`src/rtl/mem_port_arbiter_pkg.sv`:
```
// Shared types for the memory port arbiter: FSM state, transaction owner,
// downstream size encodings and the starvation counter width helper.
package mem_port_arbiter_pkg;

   typedef enum logic [1:0] {
      IDLE = 2'd0,
      REQ  = 2'd1,
      WAIT = 2'd2,
      RESP = 2'd3
   } arb_state_t;

   typedef enum logic {
      OWN_I = 1'b0,
      OWN_D = 1'b1
   } owner_t;

   // log2 of the access size in bytes
   typedef enum logic [2:0] {
      MSIZE1 = 3'd0,
      MSIZE2 = 3'd1,
      MSIZE4 = 3'd2,
      MSIZE8 = 3'd3
   } msize_t;

   // Width needed to hold 0..max inclusive.
   function automatic int cnt_width(input int max);
      if (max < 1) return 1;
      return $clog2(max + 1);
   endfunction

endpackage

```
`src/rtl/mem_port_arbiter_select.sv`:
```
// Combinational winner pick between ifetch and dmem. dmem wins by default;
// ifetch wins when dmem is idle or when it has been starved STARVE_MAX times.
// Grants are one-hot, or none when nobody requests.
module mem_arb_select
   import mem_port_arbiter_pkg::*;
#(
   parameter int STARVE_MAX = 4,
   parameter int CNT_W      = 3
) (
   input  logic             ifetch_valid_i,
   input  logic             dmem_valid_i,
   input  logic [CNT_W-1:0] starve_cnt_i,
   output logic             grant_i_o,
   output logic             grant_d_o
);

   // Pick rule: starvation override first, then dmem priority.
   always_comb begin
      grant_i_o = ifetch_valid_i &
                  (~dmem_valid_i | (starve_cnt_i == CNT_W'(STARVE_MAX)));
      grant_d_o = dmem_valid_i & ~grant_i_o;
   end

endmodule

```
`src/rtl/mem_port_arbiter.sv`:
```
// Shares one single-beat memory port between the fetch port and the
// load/store port. One transaction in flight: IDLE latches the winner,
// REQ presents it downstream, WAIT collects the response, RESP pulses the
// owner's data_ok for one cycle.
//
// Handshake: a downstream request transfers on the cycle m_valid & m_ready
// are both high; m_valid and all m_* fields are held stable until then.
// m_resp_valid is only honoured in WAIT. Requesters hold their valid until
// their data_ok pulse; dropping it earlier does not abort the transaction.
module mem_port_arbiter
   import mem_port_arbiter_pkg::*;
#(
   parameter int ADDR_W     = 64,
   parameter int DATA_W     = 64,
   parameter int STARVE_MAX = 4,
   localparam int CNT_W     = cnt_width(STARVE_MAX)
) (
   input  logic                clk,
   input  logic                reset,
   // fetch port
   input  logic                i_valid,
   input  logic [ADDR_W-1:0]   i_addr,
   output logic                i_data_ok,
   output logic [31:0]         i_data,
   // load/store port
   input  logic                d_valid,
   input  logic                d_write,
   input  logic [ADDR_W-1:0]   d_addr,
   input  logic [2:0]          d_size,
   input  logic [DATA_W/8-1:0] d_strobe,
   input  logic [DATA_W-1:0]   d_wdata,
   output logic                d_data_ok,
   output logic [DATA_W-1:0]   d_rdata,
   // downstream port
   output logic                m_valid,
   output logic                m_write,
   output logic [ADDR_W-1:0]   m_addr,
   output logic [2:0]          m_size,
   output logic [DATA_W/8-1:0] m_strobe,
   output logic [DATA_W-1:0]   m_wdata,
   input  logic                m_ready,
   input  logic                m_resp_valid,
   input  logic [DATA_W-1:0]   m_rdata,
   // debug visibility
   output arb_state_t          dbg_state_o,
   output logic [CNT_W-1:0]    dbg_starve_cnt_o
);

   arb_state_t          state_q, state_d;
   owner_t              owner_q;
   logic                write_q;
   logic [ADDR_W-1:0]   addr_q;
   logic [2:0]          size_q;
   logic [DATA_W/8-1:0] strobe_q;
   logic [DATA_W-1:0]   wdata_q;
   logic [CNT_W-1:0]    starve_cnt_q;
   logic [31:0]         i_data_q;
   logic [DATA_W-1:0]   d_rdata_q;
   logic                grant_i, grant_d;

   mem_arb_select #(
      .STARVE_MAX (STARVE_MAX),
      .CNT_W      (CNT_W)
   ) u_select (
      .ifetch_valid_i (i_valid),
      .dmem_valid_i   (d_valid),
      .starve_cnt_i   (starve_cnt_q),
      .grant_i_o      (grant_i),
      .grant_d_o      (grant_d)
   );

   // State register.
   always_ff @(posedge clk) begin
      if (reset) state_q <= IDLE;
      else       state_q <= state_d;
   end

   // Next state and handshake outputs; reset forces the outputs low at once.
   always_comb begin
      state_d   = state_q;
      m_valid   = 1'b0;
      i_data_ok = 1'b0;
      d_data_ok = 1'b0;
      case (state_q)
         IDLE: if (grant_i | grant_d) state_d = REQ;
         REQ: begin
            m_valid = ~reset;
            if (m_ready) state_d = WAIT;
         end
         WAIT: if (m_resp_valid) state_d = RESP;
         RESP: begin
            i_data_ok = ~reset & (owner_q == OWN_I);
            d_data_ok = ~reset & (owner_q == OWN_D);
            state_d   = IDLE;
         end
         default: state_d = IDLE;
      endcase
   end

   // Latch the winning request in IDLE; fetches become fixed 4-byte reads.
   always_ff @(posedge clk) begin
      if (reset) begin
         owner_q  <= OWN_I;
         write_q  <= 1'b0;
         addr_q   <= '0;
         size_q   <= '0;
         strobe_q <= '0;
         wdata_q  <= '0;
      end else if (state_q == IDLE) begin
         if (grant_i) begin
            owner_q  <= OWN_I;
            write_q  <= 1'b0;
            addr_q   <= i_addr;
            size_q   <= MSIZE4;
            strobe_q <= '0;
            wdata_q  <= '0;
         end else if (grant_d) begin
            owner_q  <= OWN_D;
            write_q  <= d_write;
            addr_q   <= d_addr;
            size_q   <= d_size;
            strobe_q <= d_strobe;
            wdata_q  <= d_wdata;
         end
      end
   end

   // Starvation counter: counts dmem grants that bypassed a pending fetch.
   always_ff @(posedge clk) begin
      if (reset) begin
         starve_cnt_q <= '0;
      end else if (state_q == IDLE) begin
         if (grant_i) begin
            starve_cnt_q <= '0;
         end else if (grant_d) begin
            if (!i_valid)
               starve_cnt_q <= '0;
            else if (starve_cnt_q != CNT_W'(STARVE_MAX))
               starve_cnt_q <= starve_cnt_q + CNT_W'(1);
         end
      end
   end

   // Capture response data for the owner only; it holds until the next one.
   always_ff @(posedge clk) begin
      if (reset) begin
         i_data_q  <= '0;
         d_rdata_q <= '0;
      end else if (state_q == WAIT && m_resp_valid) begin
         if (owner_q == OWN_I) i_data_q  <= m_rdata[{addr_q[2], 5'd0} +: 32];
         else                  d_rdata_q <= m_rdata;
      end
   end

   assign m_write          = write_q;
   assign m_addr           = addr_q;
   assign m_size           = size_q;
   assign m_strobe         = strobe_q;
   assign m_wdata          = wdata_q;
   assign i_data           = i_data_q;
   assign d_rdata          = d_rdata_q;
   assign dbg_state_o      = state_q;
   assign dbg_starve_cnt_o = starve_cnt_q;

endmodule
```
`config.mk`:
```
export PLATFORM = sky130hd
export DESIGN_NAME = mem_port_arbiter
export DESIGN_NICKNAME = d
export VERILOG_FILES = /design/src/rtl/mem_port_arbiter_pkg.sv /design/src/rtl/mem_port_arbiter_select.sv /design/src/rtl/mem_port_arbiter.sv
export SDC_FILE = /design/constraint.sdc
export NUM_CORES = 1
export LEC_CHECK = 0
export CELL_PAD_IN_SITES_DETAIL_PLACEMENT = 1
export CELL_PAD_IN_SITES_GLOBAL_PLACEMENT = 1
export CORE_AREA = 10 10 195 197
export DETAILED_ROUTE_END_ITERATION = 10
export DIE_AREA = 0 0 205 207
export DONT_BUFFER_PORTS = 1
export PLACE_DENSITY_LB_ADDON = 0.1
export RECOVER_POWER = 50
export SLEW_MARGIN = 30
export SYNTH_ARGS = -nofsm -noshare
export SYNTH_HDL_FRONTEND = slang
export SYNTH_SLANG_ARGS = --single-unit
```
`constraint.sdc`:
```
create_clock -name clk -period 3.1 [get_ports clk]
set_input_delay 0.465 -clock clk [delete_from_list [all_inputs] [get_ports clk]]
set_output_delay 0.465 -clock clk [all_outputs]
set_load 0.03 [all_outputs]
```
==> results of run 1 <==
-- through the flow --
stage          utilization (%)  worst slack, ps  total power (W)  hold slack [ps]
2_1_floorplan                -              990          0.00748              513
3_3_place_gp              30.4              833          0.00831              556
3_5_place_dp              30.4              726          0.00837              567
4_1_cts                   33.2              616           0.0118           0.0797
5_1_grt                   33.1              267           0.0123             6.59
6_report                  33.2              508           0.0116             6.64
-- registers in the layout, summed over array words and instances, names as in the netlist --
signal            count
m_size                3
dbg_state_o           2
m_wdata              64
dbg_starve_cnt_o      3
owner_q               1
i_data               32
m_addr               64
d_rdata              64
m_write               1
m_strobe              8
-- cells by family after synthesis --
logic type,count (synthesis)
fa+ha+maj,6
compound gates,416
mux,32
buf+inv,131
simple gates,356
flops,242
-- path summary, 6_finish.rpt --
check,end,start,cells past startpoint,slack [ps]
min,m_addr[14],reset,1,7
max reg2reg,d_rdata[21],dbg_state_o[0],6,510
min reg2reg,owner_q,owner_q,2,570
max,d_rdata[21],dbg_state_o[0],6,510
-- cell usage in the layout, fill, tap and decap left out, drive strengths merged, types with 32 or more instances in the layout --
cell type / count
a21oi: 156
dfxtp: 242
mux2i: 32
nand2: 206
clkbuf: 42
nand3: 53
a311oi: 52
o211ai: 76
o21ai: 79
a211oi: 32
nor2: 85
-- cell type report --
| cell class | count | area share [%] |
|---|---|---|
| sequential | 242 | 42.8 |
| multi-input combinational | 810 | 40.6 |
| clock buffer | 40 | 7.31 |
| tap | 455 | 5.03 |
| timing repair buffer | 28 | 2.79 |
| clock inverter | 13 | 1.08 |
| inverter | 6 | 0.221 |
| antenna | 4 | 0.0885 |
-- power groups by stage --
stage | clock network, W | logic, W | registers (W)
after floorplan | 0 | 0.00206 | 0.00543
after global placement | 0 | 0.00247 | 0.00585
after detailed placement | 0 | 0.00253 | 0.00584
after CTS | 0.00352 | 0.00254 | 0.00577
after global routing | 0.00364 | 0.00282 | 0.00583
final | 0.00341 | 0.00249 | 0.00574
-- repair_timing --
item | CTS | global route
hold buffers | 3 | 0
setup buffers | 0 | 0
endpoints found under the hold margin | 21 | 0
-- per-layer routing --
layer | GRT usage (%) | vias to the layer above | wire length, um
met4 | 4.98 | 2 | 1090
met2 | 33.6 | 344 | 22100
met1 | 20.3 | 4205 | 15400
li1 | - | 4108 | -
met5 | 0 | - | 13
met3 | 10.6 | 51 | 5940
==> key figures, run 1 <==
Detailed routing
  • DR DRC count: 0
  • ANT nets after route: 0
  • Pre-antenna DRT Iters: 4
  • WL per Instance: 27.8 um
  • Detailed router's first-iteration violation count: 394
  • Via Count: 8710
  • Vias per std cell: 5.45
  • Final WL: 44.5 mm

Global routing
  • GRT overflow: 0
  • First-pass GRT wire length: 64.3 mm
  • Largest net degree at the start of global routing: 206
  • Number of global-route vias before repair: 8830
  • Initial antenna violation count: 7
  • Total Routing Usage GR: 19.6%

Critical path
  • Crit path cell chain: inv_1 -> ha_1 -> nand3_2 -> buf_2 -> nand2_1 -> a21oi_1
  • Top delay family on crit path: buffers and inverters
  • Crit path largest cell delay: 950 ps
  • CP bufs+invs: 2
  • CP Capture Type: flop
  • Critical Path Source Type: flop
  • Worst EP arrival: 3050 ps
  • Worst EP required: 3560 ps
  • CP max FO: 64
  • Slowest cell on the critical path: buf_2
  • Worst setup path class: reg2reg

Floorplanning
  • Io pins: 518
  • Die width: 205 um
  • Die Y: 207 um
  • Cell Rows: 68
  • Die area: 42400 um^2
  • Starting Density: 29.4%
  • Core area: 34100 um^2

STA
  • Relative slew slack: 11.1%
  • Tcrit/Tclk final: 83.6%
  • Fin. Hold Viols: 0
  • Max Slew Vio Count: 0
  • Final setup vio count: 0
  • RSZ-0062 raised after global routing: false
  • Fin Setup TNS: 0 ps
  • Final Skew: 16.2 ps
  • Fin crit period: 2590 ps
  • Least-Margin Pin Slew: 1330 ps
  • Max Freq: 386 MHz

Synth
  • Synth unique cells: 34
  • Post-Synth Adder-Cell Area: 0.748%
  • Simple-gate share of the synthesized area: 14.4%
  • Dominant synthesized flop cell: dfxtp_1
  • Ys Warns: 0
  • Mapped Area: 10000 um^2
  • Top post-synthesis cells by area: dfxtp_1 48%, a21oi_1 7.8%, nand2_1 7.7%, o211ai_1 5.7%, a311oi_2 3.3%
  • Number of synthesized register bits: 242
  • Post-Syn Area per Cell: 8.48 um^2
  • Post-Syn Nets: 1463
  • Gate Count Post-Synth: 1183
  • Most frequent cells after synthesis: 242 x dfxtp_1, 206 x nand2_1, 156 x a21oi_1
  • Count leader, synth: dfxtp_1
  • Post-synth EDFFs: 0
  • Combinational family with the most area after synthesis: compound AO/OA/AOI/OAI gates
  • Async SR Flop Fraction: 0%
  • Post-synthesis mux area share: 3.19%
  • Synth Area in Compound Gates: 27.3%
  • Xor and xnor area share after synthesis: 0%
  • Yosys top cell by area: dfxtp_1
  • Post-synth top area share: 48.3%
  • Sequential share of the synthesized area: 48.3%

Pwr
  • Sw frac: 42.0%
  • Sequential share of power: 49.3%
  • Power per cell area: 1030 nW/um^2
  • Peak supply drop: 0.000433 V
  • Static Leak: 3.63 nW
  • Logic pwr share: 21.4%
  • Clock group share of total power: 29.3%
  • Internal Power: 0.00675 W
  • NetSw: 0.00489 W

Clock network
  • Clk buf depth: 3
  • Total CTS buffers: 29
  • Clk sinks: 242
  • Htree depth: 1
  • Clock Pin Slew Worst Setup and Hold Paths: 60 ps
  • CTS tree: yes
  • Clock latency on the worst-skew pair: 550 ps
  • Post_cts resized: 0
  • Root Buffer: clkbuf_16

Cells and area
  • Number of fillers in the final layout: 3985
  • Final instance area: 11300 um^2
  • Final cell count without fillers: 1598
  • Share of layout cells above drive strength 1: 9.04%
  • Area grow syn2layout: 12.8%
  • Nets: 1397
  • Reg area: 4850 um^2
  • Multi-input logic area: 4600 um^2

Flow run
  • Max Cap Viol: 0

Placement
  • Placed insts: 1538
  • IO buf count: 0
  • DP HPWL: 31.4 mm
  • GP Congestion: 0.755
  • Dpl cell area: 10400 um^2

Min path
  • Worst Hold Class: in2reg

Status
  • Status: finished clean
Power figures use the tool's default switching activity.
==> run 2: changes to the inputs <==
- CORE_AREA: 10 10 195 197 -> 10 10 192 194
- DIE_AREA: 0 0 205 207 -> 0 0 202 204
- clock period: 3.1 -> 2.6 ns (I/O delays scaled with it)
==> run 2 against run 1 <==
Via count up 11%. Clock power grew 18%. Clock skew rose by 2.9 ps. Critical path depth rose by 1. Power up 26%. Largest cell class unchanged. Fmax increased by 7.7%. Setup slack worse by 310 ps. Cell count is 12% higher. Utilization is 7.3 points higher. Die area down 2.9%. First-iteration DRC count is 4.3% higher. Critical endpoint is now m_addr[14]. Sequential power is 17% higher.
==> key figures, run 2 (synthesized netlist as in run 1, its figures left out) <==
Critical path
  • Worst setup path class: reg2reg
  • Crit path cell chain: inv_1 -> ha_1 -> a21bo_2 -> buf_4 -> nand3_1 -> a311oi_1 -> dlygate4sd3_1
  • CP Capture Type: flop
  • Crit path largest cell delay: 590 ps
  • Worst EP arrival: 2890 ps
  • CP startpoint: dbg_starve_cnt_o[0]
  • CP max FO: 14
  • Slowest cell on the critical path: dlygate4sd3_1
  • FF-to-FF path depth: 7
  • R2R setup slack: 190 ps
  • RR Startpoint: dbg_starve_cnt_o[0]
  • Critical Path Source Type: flop
  • Worst r2r dst: m_addr[14]
  • Worst EP required: 3090 ps
  • Setup crit end: m_addr[14]

Clock network
  • CTS tree: yes
  • Total CTS buffers: 29
  • Root Buffer: clkbuf_16
  • Post_cts resized: 0
  • Clk buf depth: 3
  • Clock Pin Slew Worst Setup and Hold Paths: 60 ps
  • Clock latency on the worst-skew pair: 550 ps
  • Clk sinks: 242
  • Htree depth: 1

STA
  • Fin crit period: 2410 ps
  • RSZ-0062 raised after global routing: false
  • Final Skew: 19.1 ps
  • Worst setup margin: 194 ps
  • Fin. Hold Viols: 0
  • Tcrit/Tclk final: 92.5%
  • Fin Setup TNS: 0 ps
  • Relative slew slack: 45.1%
  • Least-Margin Pin Slew: 824 ps
  • Final setup vio count: 0
  • Max Freq: 416 MHz
  • Max Slew Vio Count: 0

Detailed routing
  • Final WL: 47.1 mm
  • Detailed router's first-iteration violation count: 411
  • WL per Instance: 26.2 um
  • Via Count: 9671
  • Pre-antenna DRT Iters: 4
  • DR DRC count: 0
  • ANT nets after route: 0
  • Vias per std cell: 5.38

Placement
  • DP HPWL: 31.8 mm
  • IO buf count: 0
  • Place WS: 544 ps
  • GP Congestion: 0.769
  • Dpl cell area: 10400 um^2

Global routing
  • First-pass GRT wire length: 68.4 mm
  • Number of global-route vias before repair: 10.0k
  • Total Routing Usage GR: 21.3%
  • Initial antenna violation count: 6
  • GRT overflow: 0
  • Largest net degree at the start of global routing: 119

Cells and area
  • Final instance area: 13400 um^2
  • Final core occ: 40.4%
  • Share of layout cells above drive strength 1: 8.25%
  • Nets: 1604
  • Area grow syn2layout: 33.5%
  • Leading cell type in the layout, fill and taps excluded: dfxtp_1
  • Number of fillers in the final layout: 3823
  • Most frequent cells in the layout: 241 x dfxtp_1, 206 x nand2_1, 196 x dlygate4sd3_1

Pwr
  • Static Leak: 4.71 nW
  • Peak supply drop: 0.000553 V
  • Power per cell area: 1100 nW/um^2

Status
  • Status: finished clean

Min path
  • Worst Hold Class: in2reg

Floorplanning
  • Die area: 41200 um^2
  • Core area: 33100 um^2
  • Starting Density: 30.3%
  • Io pins: 518
  • Cell Rows: 67
  • Die Y: 204 um
  • Die width: 202 um

Flow run
  • Max Cap Viol: 0
[run 2: worst min-delay path by stage]
| stage | slack, ps | start | end | cells after the start |
|---|---|---|---|---|
| after global placement | 490 | reset | m_addr[31] | 1 |
| final | 30 | d_addr[0] | m_addr[0] | 2 |
| after floorplan | 510 | owner_q | owner_q | 2 |
| after detailed placement | 490 | reset | m_addr[31] | 1 |
| after global routing | 10 | d_addr[0] | m_addr[0] | 2 |
| after CTS | 2 | d_wdata[9] | m_wdata[9] | 2 |
[run 2: report_power, final]
part / internal [W] / total (W) / switching [W]
clock: 0.00240 / 0.00402 / 0.00162
combinational: 0.00180 / 0.00398 / 0.00218
sequential: 0.00450 / 0.00672 / 0.00222
total: 0.00870 / 0.0147 / 0.00602
[run 2: final cells by class]
class / count / area [um^2] / area share (%)
multi-input combinational: 810 / 4600 / 34.4
clock inverter: 6 / 61.3 / 0.458
timing repair buffer: 235 / 2400 / 18.0
tap: 448 / 561 / 4.19
sequential: 242 / 4850 / 36.2
antenna: 3 / 7.51 / 0.0561
inverter: 6 / 25.0 / 0.187
clock buffer: 46 / 880 / 6.57
[run 2: metrics by stage]
step	hold WS (ps)	cells	total power, W
detailed placement	493	1540	0.0100
CTS	2.20	1789	0.0149
finish	26.2	1796	0.0147
global placement	487	1540	0.00996
floorplan	513	1183	0.00892
global route	11.2	1796	0.0155
[run 2: layer usage]
layer / wire (um) / part of all wire [%] / global-route usage (%) / vias up
met5: 44 / 0.093 / 0 / -
met4: 1280 / 2.7 / 6.01 / 6
met3: 5360 / 11 / 10.5 / 66
met2: 23300 / 50 / 36.7 / 345
met1: 17100 / 36 / 22.8 / 4748
li1: - / - / - / 4506
[run 2: repair_timing]
item | 4_1_cts | 5_1_grt
hold buffers | 197 | 0
setup endpoints to repair | 0 | 62
setup buffers | 0 | 4
hold endpoints to repair | 235 | 0
[run 2: worst max-delay path, delay by kind of cell, from the launching register on]
kind,cells,cell delay (ps)
buffers and inverters,3,930
AO/OA/AOI/OAI,2,750
flip-flops,1,310
adder cells (fa/ha/maj),1,250
AND/OR/NAND/NOR,1,90
==> run 3: changes to the inputs <==
- CAP_MARGIN: not set -> 5
==> results of run 3 <==
Final layout, timing and power as in run 2 (identical DEF).
